--- config.mk ---
export PLATFORM = sky130hd
export DESIGN_NAME = neuron_act_flat
export DESIGN_NICKNAME = d
export VERILOG_FILES = /design/src/rtl/neuron_act_if.sv /design/src/rtl/neuron_act.sv /design/src/flat_wrapper.sv
export SDC_FILE = /design/constraint.sdc
export NUM_CORES = 1
export LEC_CHECK = 0
export BUFFER_PORTS_ARGS = -buffer_cell sky130_fd_sc_hd__buf_2
export CELL_PAD_IN_SITES_DETAIL_PLACEMENT = 0
export CELL_PAD_IN_SITES_GLOBAL_PLACEMENT = 1
export CORE_MARGIN = 3
export CORE_UTILIZATION = 43
export DETAILED_ROUTE_END_ITERATION = 16
export GPL_TIMING_DRIVEN = 0
export PLACE_DENSITY = 0.88
export SYNTH_ARGS = -nofsm -noshare
export SYNTH_HDL_FRONTEND = slang
export SYNTH_SLANG_ARGS = --single-unit
export TNS_END_PERCENT = 10
--- constraint.sdc ---
create_clock -name clk -period 2.6 [get_ports clk]
set_clock_uncertainty 0.2 [all_clocks]
set_input_delay 0.52 -clock clk [delete_from_list [all_inputs] [get_ports clk]]
set_output_delay 0.52 -clock clk [all_outputs]
set_load 0.05 [all_outputs]
--- src/rtl/neuron_act_if.sv ---
// rtl/neuron_act_if.sv - result stream from the activation FIFO to the next layer's MAC
interface neuron_act_if #(
  parameter int IDX_W = 3
);
  logic             out_valid;
  logic [15:0]      out_data;
  logic [IDX_W-1:0] out_idx;
  logic             out_last;
  logic             out_ready;

  modport master (
    output out_valid,
    output out_data,
    output out_idx,
    output out_last,
    input  out_ready
  );

  modport slave (
    input  out_valid,
    input  out_data,
    input  out_idx,
    input  out_last,
    output out_ready
  );
endinterface

--- src/rtl/neuron_act.sv ---
// rtl/neuron_act.sv - saturating bias add, piecewise-linear sigmoid and FWFT output FIFO
module neuron_act #(
  parameter int DEPTH       = 4,
  parameter int NUM_NEURONS = 8,
  parameter int IDX_W       = 3
) (
  input  logic                   clk,
  input  logic                   reset,
  input  logic                   done,
  input  logic [15:0]            mac_in,
  input  logic [15:0]            bias,
  neuron_act_if.master           ob,
  output logic [$clog2(DEPTH):0] fifo_count,
  output logic                   overflow,
  output logic                   busy
);

  localparam int PTR_W = $clog2(DEPTH);
  localparam int CNT_W = PTR_W + 1;
  localparam logic [IDX_W-1:0] LAST_IDX = IDX_W'(NUM_NEURONS - 1);
  localparam logic [CNT_W-1:0] FULL_CNT = CNT_W'(DEPTH);

  // Stage 1: saturating bias add and neuron tagging
  logic signed [16:0] sum17;
  logic [15:0]        sat_sum;
  logic               s1_valid;
  logic [15:0]        s1_sum;
  logic [IDX_W-1:0]   s1_idx;
  logic [IDX_W-1:0]   idx_cnt;

  assign sum17 = {mac_in[15], mac_in} + {bias[15], bias};

  always_comb begin
    sat_sum = sum17[15:0];
    if (sum17[16] != sum17[15]) begin
      sat_sum = sum17[16] ? 16'h8000 : 16'h7FFF;
    end
  end

  always_ff @(posedge clk or negedge reset) begin
    if (!reset) begin
      s1_valid <= 1'b0;
      s1_sum   <= '0;
      s1_idx   <= '0;
      idx_cnt  <= '0;
    end else begin
      s1_valid <= done;
      if (done) begin
        s1_sum  <= sat_sum;
        s1_idx  <= idx_cnt;
        idx_cnt <= (idx_cnt == LAST_IDX) ? '0 : idx_cnt + IDX_W'(1);
      end
    end
  end

  // Stage 2: magnitude, sign and region select; -32768 folds onto +32767
  logic [15:0]      s1_mag;
  logic [1:0]       s1_region;
  logic             s2_valid;
  logic [10:2]      s2_mag;
  logic             s2_neg;
  logic [1:0]       s2_region;
  logic [IDX_W-1:0] s2_idx;

  always_comb begin
    s1_mag = s1_sum;
    if (s1_sum[15]) begin
      s1_mag = (s1_sum == 16'h8000) ? 16'h7FFF : (~s1_sum + 16'd1);
    end
  end

  always_comb begin
    s1_region = 2'd0;
    if (s1_mag >= 16'd1280) begin
      s1_region = 2'd3;
    end else if (s1_mag >= 16'd608) begin
      s1_region = 2'd2;
    end else if (s1_mag >= 16'd256) begin
      s1_region = 2'd1;
    end
  end

  always_ff @(posedge clk or negedge reset) begin
    if (!reset) begin
      s2_valid  <= 1'b0;
      s2_mag    <= '0;
      s2_neg    <= 1'b0;
      s2_region <= '0;
      s2_idx    <= '0;
    end else begin
      s2_valid <= s1_valid;
      if (s1_valid) begin
        s2_mag    <= s1_mag[10:2];
        s2_neg    <= s1_sum[15];
        s2_region <= s1_region;
        s2_idx    <= s1_idx;
      end
    end
  end

  // Stage 3: segment evaluation; only magnitude bits each segment can reach are kept
  logic [8:0] y_pos;
  logic [8:0] y_val;

  always_comb begin
    case (s2_region)
      2'd3:    y_pos = 9'd256;
      2'd2:    y_pos = {3'b000, s2_mag[10:5]} + 9'd216;
      2'd1:    y_pos = {2'b00, s2_mag[9:3]} + 9'd160;
      default: y_pos = {3'b000, s2_mag[7:2]} + 9'd128;
    endcase
    y_val = s2_neg ? (9'd256 - y_pos) : y_pos;
  end

  // Output FIFO, first-word fall-through
  logic [8:0]       mem_data [DEPTH];
  logic [IDX_W-1:0] mem_idx  [DEPTH];
  logic             mem_last [DEPTH];
  logic [PTR_W-1:0] rd_ptr;
  logic [PTR_W-1:0] wr_ptr;
  logic [8:0]       hold_data;
  logic [IDX_W-1:0] hold_idx;
  logic             hold_last;
  logic             push;
  logic             pop;
  logic             full;
  logic             do_write;

  assign push     = s2_valid;
  assign pop      = ob.out_valid & ob.out_ready;
  assign full     = (fifo_count == FULL_CNT);
  // When full, a simultaneous pop frees the slot the write lands in
  assign do_write = push & (~full | pop);

  always_ff @(posedge clk) begin
    if (do_write) begin
      mem_data[wr_ptr] <= y_val;
      mem_idx[wr_ptr]  <= s2_idx;
      mem_last[wr_ptr] <= (s2_idx == LAST_IDX);
    end
  end

  always_ff @(posedge clk or negedge reset) begin
    if (!reset) begin
      rd_ptr     <= '0;
      wr_ptr     <= '0;
      fifo_count <= '0;
      overflow   <= 1'b0;
      hold_data  <= '0;
      hold_idx   <= '0;
      hold_last  <= 1'b0;
    end else begin
      if (do_write) begin
        wr_ptr <= wr_ptr + PTR_W'(1);
      end
      if (pop) begin
        rd_ptr    <= rd_ptr + PTR_W'(1);
        hold_data <= mem_data[rd_ptr];
        hold_idx  <= mem_idx[rd_ptr];
        hold_last <= mem_last[rd_ptr];
      end
      case ({do_write, pop})
        2'b10:   fifo_count <= fifo_count + CNT_W'(1);
        2'b01:   fifo_count <= fifo_count - CNT_W'(1);
        default: fifo_count <= fifo_count;
      endcase
      if (push && full && !pop) begin
        overflow <= 1'b1;
      end
    end
  end

  // Empty FIFO keeps presenting the last head that was popped
  assign ob.out_valid = (fifo_count != '0);
  assign ob.out_data  = {7'b0, (ob.out_valid ? mem_data[rd_ptr] : hold_data)};
  assign ob.out_idx   = ob.out_valid ? mem_idx[rd_ptr]  : hold_idx;
  assign ob.out_last  = ob.out_valid ? mem_last[rd_ptr] : hold_last;

  assign busy = s1_valid | s2_valid | ob.out_valid;

endmodule

--- src/flat_wrapper.sv ---
// flat-port wrapper written by rule: the top's interface ports become plain ports
module neuron_act_flat 
#(
  parameter int DEPTH       = 4,
  parameter int NUM_NEURONS = 8,
  parameter int IDX_W       = 3
)
  (clk, reset, done, mac_in, bias, fifo_count, overflow, busy, ob_out_valid, ob_out_data, ob_out_idx, ob_out_last, ob_out_ready);
  neuron_act_if #(.IDX_W(IDX_W)) ob_i ();
  input  logic clk;
  input  logic reset;
  input  logic done;
  input  logic [15:0] mac_in;
  input  logic [15:0] bias;
  output logic [$clog2(DEPTH):0] fifo_count;
  output logic overflow;
  output logic busy;
  output wire logic [$bits(ob_i.out_valid)-1:0] ob_out_valid;
  output wire logic [$bits(ob_i.out_data)-1:0] ob_out_data;
  output wire logic [$bits(ob_i.out_idx)-1:0] ob_out_idx;
  output wire logic [$bits(ob_i.out_last)-1:0] ob_out_last;
  input wire logic [$bits(ob_i.out_ready)-1:0] ob_out_ready;
  assign ob_out_valid = ob_i.out_valid;
  assign ob_out_data = ob_i.out_data;
  assign ob_out_idx = ob_i.out_idx;
  assign ob_out_last = ob_i.out_last;
  assign ob_i.out_ready = ob_out_ready;
  neuron_act #(.DEPTH(DEPTH), .NUM_NEURONS(NUM_NEURONS), .IDX_W(IDX_W)) u_core (.clk(clk), .reset(reset), .done(done), .mac_in(mac_in), .bias(bias), .ob(ob_i), .fifo_count(fifo_count), .overflow(overflow), .busy(busy));
endmodule
=== Word level (Yosys, flattened, before mapping) ===
Memory sizes are Yosys's and may differ from the RTL's.
Cells that the tools add are included.

* RAM bits: 52
* Bits of input ports: 36
* Memories kept: 3
* Memory bits (read-only): 0
* Logic and storage cells: 71
* Output and inout bits: 26
* Bits in registers: 60
* Bits in latches: 0

* $mul: 0
* Eq/ne operators: 10
* Muxes and demuxes: 16
* Order comparisons: 3
* $add $sub $neg: 11
* Shift-type cells: 0
* Bitwise logic cells: 7
* Divide/modulo/power cells: 0
* Reductions and logical operators: 5

{| class="wikitable"
|+ Memories
! memory !! depth !! width !! rd ports !! clocked after Yosys merged registers in !! write ports !! line !! source
|-
| u_core.mem_data || 4 || 9 || 1 || 0 || 1 || neuron_act.sv:116 || <nowiki>logic [8:0] mem_data [DEPTH];</nowiki>
|-
| u_core.mem_idx || 4 || 3 || 1 || 0 || 1 || neuron_act.sv:117 || <nowiki>logic [IDX_W-1:0] mem_idx [DEPTH];</nowiki>
|-
| u_core.mem_last || 4 || 1 || 1 || 0 || 1 || neuron_act.sv:118 || <nowiki>logic mem_last [DEPTH];</nowiki>
|}

{| class="wikitable"
|+ Operators with widths
! cell !! count
|-
| $mux W16 || 4
|-
| $pmux W9 S3 || 1
|-
| $add A6 B8 Y9 const B || 2
|-
| $mux W9 || 2
|-
| $add A16 B16 Y17 || 1
|-
| $add A16 B1 Y16 const B || 1
|-
| $eq A16 B16 Y1 const B || 1
|-
| $ge A16 B10 Y1 const B || 1
|-
| $ge A16 B11 Y1 const B || 1
|-
| $ge A16 B9 Y1 const B || 1
|-
| $not A16 Y16 || 1
|-
| $add A7 B8 Y9 const B || 1
|-
| $eq A3 B3 Y1 const B || 3
|-
| $sub A9 B9 Y9 const A || 1
|-
| $add A3 B1 Y3 const B || 2
|-
| $eq A2 B2 Y1 const B || 3
|-
| $mux W3 || 2
|-
| $pmux W3 S2 || 1
|-
| $add A2 B1 Y2 const B || 2
|-
| $eq A2 B1 Y1 const B || 2
|-
| $mux W1 || 4
|-
| $mux W2 || 2
|-
| $or A1 B1 Y1 || 3
|-
| $reduce_bool A3 Y1 || 1
|-
| other kinds (7) || 9
|}

=== Logic depth before layout (Yosys ltp) ===
Gate-level depths: netlist of run 1.

* Depth in word-level cells: 8
* Gate-level depth with buffers: 11
* Depth with buffers taken out: 10

=== Worst setup path before layout of run 1 ===
Ideal clock, no wire load.

* Path type: flip-flop to flip-flop
* Start: register u_core.fifo_count[0]
* End: register u_core.fifo_count[2]
* Cell stages (with the launch flop): 12
* Path slack: -0.443 ns
* Arrival: 2.761 ns
* Setup time: 0.082 ns
* Clock period less this slack: 3.043 ns
* Path through: dfrtp_1 -> or3_1 -> clkbuf_1 -> and2_1 -> buf_2 -> buf_1 -> ha_1 -> inv_1 -> fa_1 -> xor2_1 -> nor2_1 -> xor2_1

* Word-level cells in the longest chain between the ends: 6
* Elaborated cells on any way between the ends: 12
* Classes of those cells: 2 x add/sub; 3 x eq/ne; 1 x mux; 4 x bitwise; 2 x reduce/logical

{| class="wikitable"
|+ Ends and longest elaborated chain
! item !! line !! source
|-
| start, declared || neuron_act.sv:13 || <nowiki>output logic [$clog2(DEPTH):0] fifo_count,</nowiki>
|-
| start signal, assigned || neuron_act.sv:163 || <nowiki>2'b10: fifo_count <= fifo_count + CNT_W'(1);</nowiki>
|-
| start signal, assigned || neuron_act.sv:164 || <nowiki>2'b01: fifo_count <= fifo_count - CNT_W'(1);</nowiki>
|-
| start signal, assigned || neuron_act.sv:165 || <nowiki>default: fifo_count <= fifo_count;</nowiki>
|-
| $reduce_bool A3 Y1 * || neuron_act.sv:174 || <nowiki>assign ob.out_valid = (fifo_count != '0);</nowiki>
|-
| $and A1 B1 Y1 * || neuron_act.sv:130 || <nowiki>assign pop = ob.out_valid & ob.out_ready;</nowiki>
|-
| net u_core.pop || neuron_act.sv:125 || <nowiki>logic pop;</nowiki>
|-
| $or A1 B1 Y1 || neuron_act.sv:133 || <nowiki>assign do_write = push & (~full | pop);</nowiki>
|-
| $and A1 B1 Y1 || neuron_act.sv:133 ||
|-
| $eq A2 B1 Y1 / $eq A2 B2 Y1 (equally long branches) || neuron_act.sv:162 || <nowiki>case ({do_write, pop})</nowiki>
|-
| $pmux W3 S2 / $reduce_bool A2 Y1 (equally long branches) || n/a ||
|}

Mark *: on every way through the listed nets, which the timed path passes. The rest lies on a longest branch.
A chain may end at the register's enable or synchronous reset.

=== Worst setup path after layout of run 1 ===
* Start: register u_core.rd_ptr[0]
* End: output port ob_out_data[4]

* Word-level cells in the longest chain between the ends: 2

{| class="wikitable"
|+ Ends and longest elaborated chain
! item !! line !! source
|-
| start, declared || neuron_act.sv:119 || <nowiki>logic [PTR_W-1:0] rd_ptr;</nowiki>
|-
| start signal, assigned || neuron_act.sv:157 || <nowiki>rd_ptr <= rd_ptr + PTR_W'(1);</nowiki>
|-
| $mem_v2 Z4 W9 || n/a ||
|-
| $mux W9 || neuron_act.sv:175 || <nowiki>assign ob.out_data = {7'b0, (ob.out_valid ? mem_data[rd_ptr] : hold_data)};</nowiki>
|-
| end, declared || flat_wrapper.sv:19 || <nowiki>output wire logic [$bits(ob_i.out_data)-1:0] ob_out_data;</nowiki>
|}

No other way between the ends.

==> metrics.md, run 1 <==
| Metric | Value |
|---|---|
| WP data required | 1.88 ns |
| Unrepaired setup endpoints after global routing | yes |
| Diode count | 0 |
| Max Freq | 387 MHz |
| # DRC | 0 |
| Non-Filler Instances | 786 |
| Row cnt | 43 |
| Detail Route Antenna Nets | 0 |
| Initial antenna violation count | 0 |
| Longest Clk Path Bufs | 2 |
| CP Capture Type | output pin |
| Status | finished clean |
| Library cells used by synthesis | 70 |
| Sequential area share after synthesis | 49.4% |
| Post-synth top area share | 25.2% |
| Post-Place Cell Area | between 6000 and 7000 sq um |
| Mapped Cells | 519 |
| CORE AREA | between 10000 and 15000 sq um |
| Initial Utilization | 44.4% |
| Clock transition at the registers of the reported paths | 0.07 ns |
| Routed WL | 11900 um |
| Die Ht | about 130 um |
| Mapped cell area | approximately 6200 sq um |
| Largest net degree at the start of global routing | 61 |
| Slew headroom | 49.8% |
| Syn. warnings | 0 |
| First-pass GRT wire length | approximately 20000 um |
| Max-cap viol count | 0 |
| Syn Area/Cell | 12.0 sq um |
| Top post-synthesis cells by area | edfxtp_1 25%, dfrtp_1 24%, mux2_2 6.7% |
| Post-synth top area cell | edfxtp_1 |
| Endpoints failing setup | 0 |
| CP startpoint kind | flip-flop |
| Die area | 15900 sq um |
| Design area | about 7600 sq um |
| Crit path time final | 2.58 ns |
| Leakage power | 3.04 nW |
| Async SR Flop Fraction | a little over half |
| Chip width | 126 um |
| Slew Limit Fails | 0 |
| DPL Wire Length | approximately 8800 um |
| Fraction of layout cells with a size suffix above 1 | 35.1% |
| CP arrival | 1.86 ns |
| Final TNS setup | 0 ns |
| Worst slew pin tran | approximately 0.75 ns |
| TritonCTS Buffers | 9 |
| Post-synth EDFFs | 52 |
| CTS tree | done |
| CP Class | reg2out |
| Worst-Skew Late Latency | 0.34 ns |
| Power Dens Cells | between 1000 and 1500 nW/um^2 |
| GRT overflow | 0 |
| Via count | 4252 |
| Hold Path Class | in2async |
| CP Max Fanout | 9 |
| DR vias/cell | between 5 and 6 |
| H-tree lvl count | 3 |
| Port bufs | 54 |
| Initial DRT Pass Iterations | 4 |
| IO Count | 62 |
| #FFs+latches synth | 112 |
| RD Place Congestion | 0.855 |
| Final design utilization | 54.5% |
| Drt wl/cell | 15.2 um |
| Vias in the first global route | 4187 |
| Net count reported at finish | ~670 |
| Final Hold Fails | 0 |
| Global Route Usage Sum | 15.1% |
| Worst vdd ir | 602 uV |
| Most instantiated cells after synthesis | 60 x dfrtp_1, 52 x edfxtp_1, 37 x mux2_2, 31 x a21oi_1, 28 x ha_1 |
| Crit share post-route | 99.4% |
| Count leader, synth | dfrtp_1 |
| Root buffer cell | clkbuf_16 |
| Top FF cell, synth | dfrtp_1 |
| Area delta synth->final | 23.0% |
| FF-to-FF path depth | 10 |
| DP Cell Count | 759 |
| DR iter-0 viols | 206 |
| Clock sinks | approximately 110 |
-- stage by stage --
step           total power (W)  setup WS, ns  hold WS, ns
2_1_floorplan          0.00548       -0.0947       0.0244
3_3_place_gp           0.00609        -0.441        0.156
3_5_place_dp           0.00624        -0.445        0.168
4_1_cts                0.00810       -0.0352        0.107
5_1_grt                0.00868       -0.0596       0.0885
6_report               0.00820        0.0157       0.0360
-- placed cells by master, fill, tap and decap left out, types with 3 or more instances in the layout --
cell / count
inv_1: 19
mux4_2: 13
o21ai_1: 3
xor2_1: 13
clkbuf_1: 11
a21o_1: 5
mux2_4: 8
nor2b_1: 6
inv_2: 3
conb_1: 7
clkbuf_16: 9
nor2_1: 26
and2_1: 7
nor3_1: 3
nand3_1: 8
buf_6: 17
a21oi_1: 28
edfxtp_1: 52
buf_2: 40
nand2b_1: 6
a22o_1: 3
ha_4: 8
dfrtp_2: 4
mux2_2: 30
mux2i_1: 3
o2bb2ai_1: 6
ha_1: 19
o22ai_1: 4
xnor2_1: 19
nand2_1: 26
o21ai_0: 22
buf_4: 22
and3_1: 3
o221a_2: 3
or3_4: 4
a31oi_1: 11
dfrtp_1: 56
-- repair_timing --
| item | in CTS | in global routing |
|---|---|---|
| hold buffers | 0 | 0 |
| endpoints found under the setup margin | 25 | 40 |
| gates resized for setup | 50 | 43 |
| buffers inserted | 6 | 9 |
| pin swaps | 2 | 10 |
-- where the power goes --
| group | switching, W | total [W] | internal, W |
|---|---|---|---|
| Clock | 0.000617 | 0.00140 | 0.000787 |
| Combinational | 0.00214 | 0.00390 | 0.00177 |
| Sequential | 0.000349 | 0.00289 | 0.00254 |
| Total | 0.00310 | 0.00820 | 0.00509 |
-- layout make-up --
cell class | count | area, sq um
well taps | 180 | 225
flip-flops and latches | 112 | 3070
inverters | 23 | 86.3
repair buffers | 69 | 505
clock inverters | 6 | 72.6
fillers | 1177 | 6360
plain buffers | 30 | 198
multi-input cells | 356 | 3240
clock buffers | 10 | 239
-- state kept, by name (all words and copies together), names as in the netlist, 4 cells and up --
name	cells
u_core.s1_sum	16
u_core.mem_idx	12
u_core.hold_data	9
u_core.mem_last	4
u_core.s2_mag	9
u_core.mem_data	36
-- metal layers --
| metal | wire (um) | GRT usage [%] | up-vias |
|---|---|---|---|
| met4 | 228 | 4.79 | 0 |
| met1 | 5060 | 18.3 | 2080 |
| met5 | 0 | 0 | - |
| met3 | 360 | 2.63 | 17 |
| li1 | - | - | 2074 |
| met2 | 6270 | 27.4 | 81 |
-- cell families after synthesis --
logic type               synth area share (%)
AO/OA/AOI/OAI                            13.1
XOR/XNOR                                 5.51
adder cells (fa/ha/maj)                  6.47
buffers and inverters                    4.05
flip-flops                               49.4
multiplexers                             12.2
other                                  0.0604
AND/OR/NAND/NOR                          9.26
-- path summary, 6_finish.rpt --
kind | end | startpoint | slack [ns]
min reg2reg | u_core.push | u_core.s1_valid | 0.18
max reg2reg | u_core.s2_region[1] | u_core.s1_sum[1] | 0.08
max in group asynchronous | u_core.fifo_count[0] | reset | 1.63
max | ob_out_data[4] | u_core.rd_ptr[0] | 0.02
min in group clk | u_core.s1_valid | done | 0.12
min | u_core.hold_idx[2] | reset | 0.04
-- critical path: stages (launching register included) --
cell	delay, ns
dfrtp_2	0.40
buf_12	0.15
mux4_2	0.52
mux2_2	0.29
buf_6	0.15
(Power assumes the default switching activity.)
==> inputs of run 2 (changes only) <==
- CAP_MARGIN: unset -> 20
- PLACE_DENSITY: 0.88 -> 0.8
==> run 2 against run 1 <==
Cell count fell by 0.64%; via count fell by 1.6%; count of clock-buffer cells in the layout did not move; clock power barely moved; first-iteration DRC count rose by 11%; flip-flop and latch count did not move; critical path depth did not move; core utilization fell by 0.74 points; global-route usage rose by 0.25 points; total power fell by 0.89%; combinational power fell by 2%; largest cell class unchanged; largest power group unchanged.
==> metrics.md, run 2 (same netlist as run 1, synthesis figures left out) <==
| Metric | Value |
|---|---|
| Status | finished clean |
| TritonCTS Buffers | 9 |
| Unrepaired setup endpoints after global routing | yes |
| IO Count | 62 |
| # DRC | 0 |
| FF-to-FF End | u_core.s2_region[0] |
| Clock sinks | 112 |
| Reg with most FFs | u_core.mem_data |
| Worst Hold End | u_core.s1_valid |
| DR iter-0 viols | 228 |
| Endpoints failing setup | 0 |
| Final Hold Fails | 0 |
| Design area | 7530 sq um |
| Initial antenna violation count | 0 |
| Leakage power | 3.01 nW |
| Post-Place Cell Area | around 6900 sq um |
| Largest regs | u_core.mem_data (36), u_core.s1_sum (16), u_core.mem_idx (12) |
| Drt wl/cell | ~15 um |
| RD Place Congestion | 0.840 |
| Area delta synth->final | 21.3% |
| Most frequent cells in the layout | 56 x dfrtp_1, 52 x edfxtp_1, 43 x buf_2, 30 x mux2_2, 28 x a21oi_1 |
| Via count | 4186 |
| DR vias/cell | 5.36 |
| Max reg flops | 36 |
| Crit share post-route | 99.7% |
| CP arrival | around 1.9 ns |
| Worst hold start | done |
| Row cnt | 43 |
| Fraction of layout cells with a size suffix above 1 | about 34% |
| Worst slew pin tran | 0.694 ns |
| Final TNS setup | 0 ns |
| CTS tree | done |
| Clock transition at the registers of the reported paths | 0.08 ns |
| Root buffer cell | clkbuf_16 |
| Largest net degree at the start of global routing | 38 |
| CP Max Fanout | 10 |
| Initial Utilization | 44.4% |
| Initial DRT Pass Iterations | 4 |
| WHS Path Cells | 1 |
| FF-to-FF setup slack | approximately 0.08 ns |
| CP Capture Type | output pin |
| WP data required | 1.88 ns |
| Fill cells | 1194 |
| Pwr Total | 0.00812 W |
| Chip width | 126 um |
| Final design utilization | 53.8% |
| Slew Limit Fails | 0 |
| Multi-input gate area | about 3200 sq um |
| Hold Path Class | in2reg |
| H-tree lvl count | 3 |
| CP startpoint kind | flip-flop |
| Net count reported at finish | 662 |
| Critical R2R Launch | u_core.s1_sum[0] |
| Worst-Skew Late Latency | approximately 0.35 ns |
| Vias in the first global route | 4270 |
| CP Class | reg2out |
| Crit path time final | 2.59 ns |
| DPL Wire Length | between 8000 and 9000 um |
| Longest Clk Path Bufs | 2 |
| FF+latch area | 3070 sq um |
| Detail Route Antenna Nets | 0 |
| Port bufs | 54 |
| Routed WL | about 12000 um |
| GRT overflow | 0 |
| Commonest non-fill, non-tap cell in the layout | dfrtp_1 |
| First-pass GRT wire length | between 20000 and 25000 um |
| Power Dens Cells | 1080 nW/um^2 |
| CORE AREA | 14000 sq um |
| Worst vdd ir | 566 uV |
| Diode count | 0 |
| Slew headroom | 53.7% |
| Global Route Usage Sum | 15.4% |
| Max Freq | 386 MHz |
| FF-to-FF path depth | 10 |
| Max-cap viol count | 0 |
| Die area | 15900 sq um |
| Die Ht | approximately 130 um |
==> run 2: cell count changes in the layout (fill, tap and decap cells not counted), moves of 2 or more <==
cell     delta
buf_4       -8
buf_2       +3
o31ai_1     +2
o31ai_2     -2
==> run 2: how the worst max path moves through the flow <==
stage,from,end
floorplan,mac_in[1],u_core.s1_sum[12]
global placement,mac_in[0],u_core.s1_sum[12]
detailed placement,mac_in[0],u_core.s1_sum[12]
CTS,u_core.rd_ptr[0],ob_out_data[8]
global route,u_core.rd_ptr[0],ob_out_idx[2]
finish,u_core.fifo_count[0],busy
==> run 2: where the power goes <==
group,switching (W),internal [W],total [W]
clock network,0.000638,0.000788,0.00143
logic,0.00209,0.00171,0.00381
registers,0.000353,0.00254,0.00289
total,0.00309,0.00504,0.00812
==> run 2: metrics by stage <==
stage | hold slack [ns] | setup WS [ns] | std cells
floorplan | 0.0244 | -0.0947 | 525
global placement | 0.172 | -0.448 | 759
detailed placement | 0.175 | -0.474 | 760
CTS | 0.0822 | -0.00334 | 779
global route | 0.0875 | -0.0479 | 781
finish | 0.0907 | 0.00697 | 781
==> run 2: what timing repair did <==
item	4_1_cts	5_1_grt
setup buffers	4	2
hold endpoints to repair	23	0
endpoints found under the setup margin	21	48
pin swaps	5	5
hold buffers	1	0
resized for setup	41	45
==> run 2: cell type report <==
cell class                 instances  share of cell area (%)
multi-input combinational        356                    42.3
sequential                       112                    40.8
timing repair buffer              62                    5.80
clock buffer                      10                    3.18
tap                              180                    2.99
buffer                            32                    2.89
inverter                          23                    1.15
clock inverter                     6                   0.964
==> run 2: per-layer routing <==
metal	global-route usage [%]	vias to the layer above	share of wire (%)
met5	0	-	0
met4	4.61	0	1.6
met3	2.50	15	3.1
met2	27.9	79	52
met1	18.7	2027	43
li1	-	2065	-
==> run 2: worst max-delay path, cell delays in order, from the launching register on <==
cell and delay (ns):
dfrtp_2 0.45, or3_4 0.41, buf_8 0.17, or3_4 0.34, buf_6 0.16
